### src/rtl/seq_pkg.sv
// Shared types and default timing constants for the sequence-memory game.
package seq_pkg;

    typedef enum logic [1:0] {
        ST_IDLE,
        ST_SHOW,
        ST_ENTRY,
        ST_RESULT
    } state_t;

    typedef logic [7:0] pattern_t;

    localparam int DEF_SHOW_CYCLES   = 100_000_000;
    localparam int DEF_RESULT_CYCLES = 200_000_000;
    localparam int DEF_MAX_TRIES     = 3;

    localparam pattern_t LEDS_ALL_ON  = 8'hFF;
    localparam pattern_t LEDS_ALL_OFF = 8'h00;

    function automatic int max_int(input int a, input int b);
        return (a > b) ? a : b;
    endfunction

endpackage

### src/rtl/seq_timer.sv
// Loadable down-counter; done is high while the count sits at zero and it never wraps.
module seq_timer #(
    parameter int W = 8
) (
    input  logic         clk_i,
    input  logic         rst_i,
    input  logic         load_i,
    input  logic [W-1:0] load_val_i,
    input  logic         en_i,
    output logic         done_o
);

    logic [W-1:0] count_q;

    // NOTE: sequential state is always assigned with <= so every flop samples pre-edge values.
    always_ff @(posedge clk_i or posedge rst_i) begin
        if (rst_i) begin
            count_q <= '0;
        end else if (load_i) begin
            count_q <= load_val_i;
        end else if (en_i && (count_q != '0)) begin
            count_q <= count_q - 1'b1;
        end
    end

    assign done_o = (count_q == '0);

endmodule

### src/rtl/seq_check.sv
// Show a captured 8-bit pattern, then let the user guess it on the switches within MAX_TRIES.
module seq_check
    import seq_pkg::*;
#(
    parameter int SHOW_CYCLES   = DEF_SHOW_CYCLES,
    parameter int RESULT_CYCLES = DEF_RESULT_CYCLES,
    parameter int MAX_TRIES     = DEF_MAX_TRIES
) (
    input  logic       CLK,
    input  logic       RST,
    input  logic       LD,
    input  logic [7:0] SEQ,
    input  logic [7:0] SW,
    input  logic       BTN,
    output logic [7:0] LEDS,
    output logic       BUSY,
    output logic       MISS,
    output logic       WIN,
    output logic       LOSE
);

    localparam int TW = $clog2(max_int(SHOW_CYCLES, RESULT_CYCLES) + 1);
    localparam logic [TW-1:0] SHOW_LOAD   = TW'(SHOW_CYCLES - 1);
    localparam logic [TW-1:0] RESULT_LOAD = TW'(RESULT_CYCLES - 1);
    localparam logic [3:0]    TRIES_INIT  = 4'(MAX_TRIES);

    state_t     state_q;
    pattern_t   target_q;
    logic [3:0] tries_q;
    pattern_t   leds_q;
    logic       busy_q, miss_q, win_q, lose_q;
    logic [1:0] btn_sync_q;
    logic       btn_prev_q;

    logic          submit, guess_ok, last_try;
    logic          tmr_load, tmr_en, tmr_done;
    logic [TW-1:0] tmr_val;

    always_ff @(posedge CLK or posedge RST) begin
        if (RST) begin
            btn_sync_q <= 2'b00;
            btn_prev_q <= 1'b0;
        end else begin
            btn_sync_q <= {btn_sync_q[0], BTN};
            btn_prev_q <= btn_sync_q[1];
        end
    end

    // Rising edge only, so a button already held when ENTRY begins never submits.
    assign submit   = btn_sync_q[1] & ~btn_prev_q;
    assign guess_ok = (SW == target_q);
    assign last_try = (tries_q <= 4'd1);

    // NOTE: every always_comb output gets a default first so no path leaves it unassigned (no latch).
    always_comb begin
        tmr_load = 1'b0;
        tmr_val  = '0;
        tmr_en   = 1'b0;
        case (state_q)
            ST_IDLE: begin
                tmr_load = LD;
                tmr_val  = SHOW_LOAD;
            end
            ST_SHOW:   tmr_en = 1'b1;
            ST_ENTRY: begin
                tmr_load = submit && (guess_ok || last_try);
                tmr_val  = RESULT_LOAD;
            end
            ST_RESULT: tmr_en = 1'b1;
            default: ;
        endcase
    end

    seq_timer #(.W(TW)) u_timer (
        .clk_i      (CLK),
        .rst_i      (RST),
        .load_i     (tmr_load),
        .load_val_i (tmr_val),
        .en_i       (tmr_en),
        .done_o     (tmr_done)
    );

    always_ff @(posedge CLK or posedge RST) begin
        if (RST) begin
            state_q  <= ST_IDLE;
            target_q <= '0;
            tries_q  <= '0;
            leds_q   <= LEDS_ALL_OFF;
            busy_q   <= 1'b0;
            miss_q   <= 1'b0;
            win_q    <= 1'b0;
            lose_q   <= 1'b0;
        end else begin
            miss_q <= 1'b0;
            case (state_q)
                ST_IDLE: begin
                    leds_q <= LEDS_ALL_OFF;
                    busy_q <= 1'b0;
                    win_q  <= 1'b0;
                    lose_q <= 1'b0;
                    if (LD) begin
                        target_q <= SEQ;
                        tries_q  <= TRIES_INIT;
                        leds_q   <= SEQ;
                        busy_q   <= 1'b1;
                        state_q  <= ST_SHOW;
                    end
                end
                ST_SHOW: begin
                    if (tmr_done) begin
                        leds_q  <= SW;
                        state_q <= ST_ENTRY;
                    end
                end
                ST_ENTRY: begin
                    leds_q <= SW;
                    if (submit) begin
                        if (guess_ok) begin
                            win_q   <= 1'b1;
                            leds_q  <= LEDS_ALL_ON;
                            state_q <= ST_RESULT;
                        end else if (!last_try) begin
                            tries_q <= tries_q - 4'd1;
                            miss_q  <= 1'b1;
                        end else begin
                            lose_q  <= 1'b1;
                            leds_q  <= LEDS_ALL_OFF;
                            state_q <= ST_RESULT;
                        end
                    end
                end
                ST_RESULT: begin
                    if (tmr_done) begin
                        win_q   <= 1'b0;
                        lose_q  <= 1'b0;
                        busy_q  <= 1'b0;
                        leds_q  <= LEDS_ALL_OFF;
                        state_q <= ST_IDLE;
                    end
                end
                default: state_q <= ST_IDLE;
            endcase
        end
    end

    assign LEDS = leds_q;
    assign BUSY = busy_q;
    assign MISS = miss_q;
    assign WIN  = win_q;
    assign LOSE = lose_q;

endmodule

### config.mk
export PLATFORM = sky130hd
export DESIGN_NAME = seq_check
export DESIGN_NICKNAME = d
export VERILOG_FILES = /design/src/rtl/seq_pkg.sv /design/src/rtl/seq_timer.sv /design/src/rtl/seq_check.sv
export SDC_FILE = /design/constraint.sdc
export NUM_CORES = 1
export LEC_CHECK = 0
export CAP_MARGIN = 25
export CORE_MARGIN = 10
export CORE_UTILIZATION = 40
export CTS_BUF_LIST = sky130_fd_sc_hd__clkbuf_4 sky130_fd_sc_hd__clkbuf_8 sky130_fd_sc_hd__clkbuf_16
export CTS_CLUSTER_DIAMETER = 200
export CTS_CLUSTER_SIZE = 8
export DETAILED_ROUTE_END_ITERATION = 10
export SLEW_MARGIN = 20
export SYNTH_ARGS = -nofsm -noshare
export SYNTH_HDL_FRONTEND = slang
export SYNTH_HIERARCHICAL = 1
export SYNTH_SLANG_ARGS = --single-unit
### constraint.sdc
create_clock -name CLK -period 4.4 [get_ports CLK]
set_input_delay 1.32 -clock CLK [delete_from_list [all_inputs] [get_ports CLK]]
set_output_delay 1.32 -clock CLK [all_outputs]
set_load 0.005 [all_outputs]
==> impl_metrics.tcl <==
set metrics [dict create \
    status "completed" \
    ys_ff_latch 57 \
    ys_top_cells_by_area "dfrtp_1 (40%), nand2_1 (5.3%), nor2_1 (3.1%), xor2_1 (2.9%), ha_1 (2.8%)" \
    finClkSkew_ns 0.00728 \
    grt_pass1_wl_um 15800 \
    grt_max_degree 39 \
    cts.sinks 57 \
    power_frac_clock_pct 19.3 \
    power_density_mw_per_mm2 705 \
    pwr-share-seq_pct 34.5 \
    crit_path_max_incr_delay_ns 0.43 \
    dr.first_iter.drc_count 150 \
    layout-area-overhead-vs-synth_pct 18.0 \
    placedCellCount 515 \
    setup_viol 0 \
    slew_violations 0 \
    wirelength_um 9190 \
    nNetsFinal 446 \
    grt_setup_unrepaired "false" \
    comb_power_share_pct 46.2 \
    dieHeight_um 115 \
    seq_area_frac_synth_pct 39.7 \
    period_share_pct 78.9 \
    rr_startpoint "u_timer/count_q[14]" \
    htree_levels 3 \
    synth.largest_area_cell "dfrtp_1" \
    cts_buffer_depth 2 \
    yosysMostFrequentCell "dfrtp_1" \
    fin_cells 530 \
    grt_pass1_vias 3158 \
    critPathMaxFanout 21 \
    min_path_type "flop to flop" \
    synth_commonest_cells "dfrtp_1 (57), nand2_1 (51), nor2_1 (30)" \
    arrival_ns 3.70 \
    clkTransAtPathRegs_ns 0.07 \
    fp.dieArea_mm2 0.0132 \
    hold_violations 0 \
    internal-power_w 0.00172 \
    syn_inst 385 \
    crit_path_cell_trace "clkdlybuf4s50_1, xor2_1, nor4_2, nand2_1, buf_4, and2_1, o21ai_2, inv_1, and3_2, a31oi_1, nand2_1" \
    setup_tns_ns 0 \
    worstPathRequired_ns 4.63 \
    rows 34 \
    worst_pin_slew_ns 0.979 \
    switching_share_pct 42.4 \
    clockRootBuffer "clkbuf_8" \
    antennaDiodeCount 0 \
    yosysUniqueCellTypes 71 \
    hold_path_startpoint "btn_sync_q[0]" \
    synth_edf_count 0 \
    globalRouteTotalUtil_pct 14.6 \
    die_w_um 115 \
    crit_top_cell "nand2_1" \
    cts_made_buffers 9 \
    max_freq_mhz 288 \
    num_vias 3082 \
    syn_area_mm2 0.00359 \
    drc 0 \
    async_flop_share_pct 100 \
    cp_slowest_cell "clkdlybuf4s50_1" \
    maxSlewHeadroom_pct 34.7 \
    drive_gt1_share_pct 12.3 \
    coreArea_mm2 0.00872 \
    maxCapViolations 0 \
    grt-ovfl-total 0 \
    power_switching_w 0.00127 \
    ctsResizeCount 0 \
    fin_crit_ns 3.47 \
    dp_hpwl_um 6550 \
    synth_top_area_share_pct 39.7 \
    syn_avg_cell_area_um2 9.32 \
    routabilityCongestion 0.901 \
    ir_worst_vdd_mv 0.254 \
    antenna_found_initial 0 \
    pin_count 32 \
    yosys_most_used_dff "dfrtp_1" \
    vias_per_cell 5.82 \
    postCtsSetupBuffers 0 \
    drt_pre_antenna_iters 5 \
    holdBufCountCts 0 \
    crit_type "primary input to flop" \
    port_buffers 31 \
    postRouteAntennaNets 0 \
    end_kind "flop" \
    start_util_pct 41.1 \
    clk_latency_ns 0.34 \
    yosysWarningCount 6 \
    crit_path_start_kind "primary input" \
    routed_wire_length_per_instance_um 17.3 \
    cts_tree "done" \
    crit_start "SW[0]" \
    leakage_nw 1.74 \
]
==> final timing paths <==
check | end | slack, ns | cells after the start
hold / removal | btn_sync_q[1] | 0.36 | 0
max in group asynchronous | LEDS[6] | 2.30 | 3
min in group asynchronous | u_timer/count_q[0] | 1.40 | 2
hold reg to reg | btn_sync_q[1] | 0.36 | 0
setup / recovery | u_timer/count_q[4] | 0.93 | 11
setup reg to reg | state_q[1] | 1.22 | 8
==> cell type report <==
| class | count | area (um^2) |
|---|---|---|
| clock buffers | 13 | 173 |
| clock inverters | 2 | 60.1 |
| fillers | 805 | 4490 |
| inverters | 24 | 90.1 |
| multi-input cells | 292 | 2020 |
| flip-flops and latches | 57 | 1430 |
| well taps | 108 | 135 |
| repair buffers | 34 | 333 |
==> through the flow <==
stage | power (W) | setup slack [ns] | hold slack, ns | utilization [%] | cell area (um^2)
floorplan | 0.00200 | 1.18 | 0.331 | - | 3600
global placement | 0.00237 | 0.625 | 0.332 | 45.9 | 4000
detailed placement | 0.00240 | 0.561 | 0.346 | 45.9 | 4000
CTS | 0.00299 | 0.929 | 0.362 | 48.5 | 4230
global route | 0.00322 | 0.744 | 0.381 | 48.5 | 4230
finish | 0.00298 | 0.928 | 0.361 | 48.5 | 4230
==> registers in the layout, summed over array words and instances, names as in the netlist <==
register	flops
BUSY	1
LEDS	8
btn_prev_q	1
MISS	1
tries_q	4
btn_sync_q	2
u_timer/count_q	28
target_q	8
LOSE	1
state_q	2
WIN	1
==> power groups by stage <==
stage          Sequential (W)  Clock (W)  Combinational, W
2_1_floorplan        0.000959          0           0.00104
3_3_place_gp          0.00103          0           0.00134
3_5_place_dp          0.00103          0           0.00138
4_1_cts               0.00102   0.000591           0.00138
5_1_grt               0.00107   0.000620           0.00153
6_report              0.00103   0.000577           0.00138
==> worst max-delay path, delay by kind of cell <==
kind | cells | cell delay (ns)
AOI/OAI and AO/OA | 2 | 0.26
buffers and inverters | 3 | 0.94
xor gates and xnor gates | 1 | 0.18
and+or+nand+nor | 5 | 0.99
==> cell usage in the layout (no fill, tap or decap), types with 4 or more instances in the layout <==
cell | netlist | routed
nor4_1 | 4 | 4
clkdlybuf4s50_1 | 0 | 31
nand3_1 | 5 | 5
ha_1 | 8 | 8
nor3b_1 | 4 | 4
xor2_1 | 12 | 12
xnor2_1 | 9 | 9
nand2_1 | 51 | 51
conb_1 | 1 | 4
nor4_2 | 4 | 4
a21oi_1 | 8 | 8
o22a_1 | 8 | 8
or4_1 | 4 | 4
mux2_2 | 4 | 4
o21ai_0 | 14 | 14
a31oi_1 | 13 | 13
nand4_1 | 12 | 12
o31ai_1 | 4 | 4
o221a_1 | 4 | 4
o311ai_1 | 8 | 8
inv_1 | 24 | 23
o41ai_1 | 4 | 4
clkbuf_8 | 0 | 12
nor2_1 | 30 | 30
nand4b_1 | 4 | 4
a2111oi_0 | 4 | 4
dfrtp_1 | 57 | 57
nor3_1 | 8 | 8
==> metal layers <==
metal	track usage (%)	part of all wire (%)	vias to the layer above
met3	3.46	4.5	16
met2	23.7	47	81
li1	-	-	1493
met4	6.19	2.1	0
met1	18.1	46	1492
met5	0	0	-
==> logic make-up after synthesis <==
family,Yosys count,share of synthesized area (%)
and+or+nand+nor,163,26.8
AOI/OAI and AO/OA,91,19.4
DFF,57,39.7
buffers and inverters,39,4.50
xor gates and xnor gates,21,5.13
adders and majority gates,8,2.79
muxes,5,1.53
other,1,0.105
No activity file was read; power rests on OpenSTA's default activity.
